==> config.mk <==
export PLATFORM = sky130hd
export DESIGN_NAME = gpr_scoreboard
export DESIGN_NICKNAME = d
export VERILOG_FILES = /design/src/rtl/gpr_scoreboard.sv
export SDC_FILE = /design/constraint.sdc
export NUM_CORES = 1
export LEC_CHECK = 0
export CORE_MARGIN = 5
export CORE_UTILIZATION = 56
export DETAILED_ROUTE_END_ITERATION = 8
export PLACE_DENSITY_LB_ADDON = 0.08
export SLEW_MARGIN = 20
export SYNTH_ARGS = -nofsm -noshare
export SYNTH_HDL_FRONTEND = slang
export SYNTH_SLANG_ARGS = --single-unit
==> constraint.sdc <==
create_clock -name clk -period 4 [get_ports clk]
set_clock_uncertainty 0.1 [all_clocks]
set_input_delay 0.8 -clock clk [delete_from_list [all_inputs] [get_ports clk]]
set_output_delay 0.8 -clock clk [all_outputs]
set_load 0.005 [all_outputs]
==> src/rtl/gpr_scoreboard.sv <==
// GPR scoreboard: per-register countdown of in-flight multi-cycle results and the decode interlock.
// Optional SCOREBOARD_STALL_CNT_EN adds stall_count / stall_raw performance counters.
module gpr_scoreboard #(
    parameter int unsigned LAT_W = 4,
    parameter int unsigned NREG  = 32
) (
    input  logic             clk,
    input  logic             rst,
    input  logic             issue_req,
    input  logic             flush,
    input  logic [4:0]       u_dst,
    input  logic             u_dst_en,
    input  logic [LAT_W-1:0] u_lat,
    input  logic [4:0]       l_dst,
    input  logic             l_dst_en,
    input  logic [LAT_W-1:0] l_lat,
    input  logic [14:0]      u_src_idx,
    input  logic [2:0]       u_src_en,
    input  logic [14:0]      l_src_idx,
    input  logic [2:0]       l_src_en,
    output logic             interlock,
    output logic             issue_fire,
    output logic [NREG-1:0]  busy_vec,
    output logic             busy_any
`ifdef SCOREBOARD_STALL_CNT_EN
    ,
    output logic [31:0]      stall_count,
    output logic [31:0]      stall_raw
`endif
);

    logic [LAT_W-1:0] cnt_q [NREG];
    logic [LAT_W-1:0] cnt_d [NREG];
    logic             raw_hazard;
    logic             waw_hazard;

    always_comb begin
        for (int i = 0; i < int'(NREG); i++) begin
            busy_vec[i] = (cnt_q[i] != '0);
        end
    end

    assign busy_any = |busy_vec;

    // Both slots read pre-bundle values, so only registered busy state matters here.
    always_comb begin
        raw_hazard = 1'b0;
        for (int s = 0; s < 3; s++) begin
            if (u_src_en[s] && busy_vec[u_src_idx[5*s +: 5]]) raw_hazard = 1'b1;
            if (l_src_en[s] && busy_vec[l_src_idx[5*s +: 5]]) raw_hazard = 1'b1;
        end
    end

    assign waw_hazard = (u_dst_en && busy_vec[u_dst]) || (l_dst_en && busy_vec[l_dst]);
    assign interlock  = issue_req && !flush && (raw_hazard || waw_hazard);
    assign issue_fire = issue_req && !flush && !interlock;

    always_comb begin
        logic [LAT_W-1:0] set_lat;
        for (int r = 0; r < int'(NREG); r++) begin
            set_lat = '0;
            if (issue_fire) begin
                if (u_dst_en && u_dst == 5'(r) && u_lat > set_lat) set_lat = u_lat;
                if (l_dst_en && l_dst == 5'(r) && l_lat > set_lat) set_lat = l_lat;
            end
            if (set_lat != '0) begin
                cnt_d[r] = set_lat;
            end else if (cnt_q[r] != '0) begin
                cnt_d[r] = cnt_q[r] - 1'b1;
            end else begin
                cnt_d[r] = '0;
            end
        end
    end

    always_ff @(posedge clk or posedge rst) begin
        if (rst) begin
            for (int r = 0; r < int'(NREG); r++) cnt_q[r] <= '0;
        end else begin
            for (int r = 0; r < int'(NREG); r++) cnt_q[r] <= cnt_d[r];
        end
    end

`ifdef SCOREBOARD_STALL_CNT_EN
    always_ff @(posedge clk or posedge rst) begin
        if (rst) begin
            stall_count <= '0;
            stall_raw   <= '0;
        end else begin
            if (interlock) stall_count <= stall_count + 32'd1;
            if (interlock && raw_hazard) stall_raw <= stall_raw + 32'd1;
        end
    end
`endif

endmodule
==> results of run 1 <==
[cell families after synthesis]
family,after synthesis
AO/OA/AOI/OAI,521
adder cells (fa/ha/maj),128
flip-flops,128
multiplexers,73
AND/OR/NAND/NOR,820
buffers and inverters,180
[worst paths after layout]
path                                startpoint              endpoint  slack, ps  cells past startpoint
max                               u_src_idx[9]             interlock       -220                     11
min                        cnt_q[93]$_DFF_PP0_   cnt_q[93]$_DFF_PP0_        400                      2
max reg2reg                cnt_q[56]$_DFF_PP0_   cnt_q[20]$_DFF_PP0_        200                     12
min reg2reg                cnt_q[93]$_DFF_PP0_   cnt_q[93]$_DFF_PP0_        400                      2
max in group asynchronous                  rst  cnt_q[113]$_DFF_PP0_       2680                      3
min in group asynchronous                  rst   cnt_q[23]$_DFF_PP0_        720                      3
[power breakdown]
group	internal (mW)	switching (mW)	leakage (nW)	total [mW]
Combinational	1.67	2.19	6.64	3.86
Sequential	1.40	0.0979	1.78	1.49
Clock	0.994	0.712	0.289	1.71
[per-stage QoR]
step                power, mW  instances  TNS, ps
finish                  7.057       2648   -409.6
global route            7.278       2648   -955.6
CTS                     6.808       2638   -296.9
detailed placement      4.904       2585   -20780
global placement        4.851       2585   -18450
floorplan               3.124       1850        0
[synth_stat cells, types with 21 or more instances]
master	count	area share, %
nor2b_1	39	1.7
o211ai_1	36	1.9
nor4_1	48	2.1
nand3_1	52	1.8
a21oi_1	148	5.1
and2_1	39	1.7
clkbuf_1	108	2.8
o41ai_1	80	4.8
inv_1	43	1.1
or2_2	31	1.3
dfrtp_1	128	22
o21ai_0	135	4.6
nor3_1	24	0.82
nor2_1	114	2.9
ha_1	128	11
a2111oi_0	21	1.3
mux4_2	28	4.3
nand4_1	43	1.8
or4_1	35	1.8
nor3b_1	34	1.8
nand2_1	298	7.7
mux2i_1	45	3.1
[area by class of cell]
| cell class | instances | area [µm²] |
|---|---|---|
| Multi-Input combinational cell | 1542 | 11060 |
| Fill cell | 1926 | 5723 |
| Timing Repair Buffer | 565 | 4646 |
| Sequential cell | 128 | 3203 |
| Clock buffer | 18 | 429.2 |
| Tap cell | 335 | 419.2 |
| Clock inverter | 14 | 181.4 |
| Inverter | 46 | 176.4 |
[timing repair]
item                                   4_1_cts  5_1_grt
gates resized for setup                     57       53
setup endpoints to repair                    3       37
pin swaps                                   25       15
endpoints found under the hold margin        0        0
setup buffers                               21       10
cloned                                       0        1
[routing by layer]
layer	up-vias	share of wire (%)	global-route usage [%]
li1	7978	-	-
met2	1149	43	61.71
met1	8229	38	51.74
met4	0	6.0	21.22
met3	272	12	9.009
met5	-	0	0
[layout by cell type (no fill, tap or decap), types with 35 or more instances in the layout]
master / n
buf_4: 445
nand2_1: 298
a21oi_1: 139
o21ai_0: 133
ha_1: 128
dfrtp_1: 128
nor2_1: 113
clkdlybuf4s50_1: 82
o41ai_1: 65
nand3_1: 51
mux2i_1: 45
nand4_1: 43
and2_1: 40
nor2b_1: 38
nor4_1: 37
o211ai_1: 36
inv_1: 35
[critical path, stage by stage]
cell and delay, ps:
clkdlybuf4s50_1 660, inv_1 180, a2111oi_0 670, o2111ai_2 220, o41ai_2 100, nor4_2 110
buf_4 150, nand3_4 90, buf_6 100, o31a_1 110, buf_2 110
==> flow_summary.ini, run 1 <==
[layout]
postLayoutCoreUtil_pct = 77.85
largest-register = cnt_q
nets = 2488
largest_reg_flops = 128
fin_area_um2 = 20110
diodes = 0
area_delta_synth_final_pct = 37.97
top_regs = cnt_q x128
drive_gt1_share_pct = 30.09

[route]
first_pass_iters = 5
drt-wirelength-per-cell_um = 22.59
finalWirelength_um = 59830
drc = 0
ant_nets = 0
viasPerCell = 6.657
vias = 17628
drtIter0Drc = 2259

[global_routing]
grt_pass1_wl_um = 91760
track_usage_pct = 39.74
overflow = 0
grt_max_degree = 105
antenna_found_initial = 0
grt_pass1_vias = 16851

[pwr]
p_leak_nw = 8.705
power_density_nw_per_um2 = 350.9
ir_drop_mv = 0.3503

[timing]
whs_ps = 397.3
slew_viol_final = 0
timing.final.ws_setup_ps = -218.8
worst_slew_pin_slew_ps = 1063
fin_crit_ps = 4219
finalHoldViolCount = 0
relSlewSlack_pct = 29.11
fmax_ghz = 0.2370
finalCritPeriodShare_pct = 105.5
setup_violations = 2
rsz0062_at_grt = yes

[placed_design]
port_buffers = 94
place_hpwl_um = 40860
gp_congestion = 1.069
place_area_um2 = 18810
place_ws_ps = -645.1

[clock_network]
clock_path_buffers = 2
cts_hold_buffers = 0
insertion_delay_ps = 430
htree_levels = 4
cts-root-buf = clkbuf_16
path_clk_slew_ps = 70
cts_buffers = 17
clock_sinks = 128
cts_tree = built

[floorplan]
coreArea_um2 = 25840
die_x_um = 171.4
io_pins = 95
start_util_pct = 56.43
rows = 59
dieHeight_um = 171.4
dieArea_um2 = 29360

[yosys]
synth.yosys.seq_area_share_pct = 21.97
syn_nets = 2038
synth_cell_types = 62
synth_top_family_by_area = simple AND/OR/NAND/NOR gates
synthArstFlopShare_pct = 100.0
synthCells = 1850
syn_area_um2 = 14580
synth_xor_area_share_pct = 0
ys.flop_type = dfrtp_1
synth_compound_area_share_pct = 24.58
ys_ff_latch = 128
synthAdderAreaFrac_pct = 10.99
synth-edff-count = 0
synth_mux_area_share_pct = 7.415
ys_warn_count = 0
avgSynthCellArea_um2 = 7.881
synthSimpleGateAreaFrac_pct = 29.95

[critical_path]
endpoint_kind = primary output
crit_type = input port to primary output
cp_max_fo = 6
worstPathArrival_ps = 3320
cp_data_required_time_ps = 3100
cp-start-kind = input port

[status]
status = finished with violations
violations = setup timing

[run]
cap_violations = 0

[worst_hold_path]
hold_path_class = flop to flop
No activity file was read; power rests on OpenSTA's default activity.
==> inputs of run 2 (changes only) <==
--- a/config.mk
+++ b/config.mk
@@ -9,7 +9,6 @@
 export CORE_UTILIZATION = 56
 export DETAILED_ROUTE_END_ITERATION = 8
 export PLACE_DENSITY_LB_ADDON = 0.08
-export SLEW_MARGIN = 20
 export SYNTH_ARGS = -nofsm -noshare
 export SYNTH_HDL_FRONTEND = slang
 export SYNTH_SLANG_ARGS = --single-unit
==> results of run 2 <==
The final DEF is identical to that of run 1; final timing and power are the same.
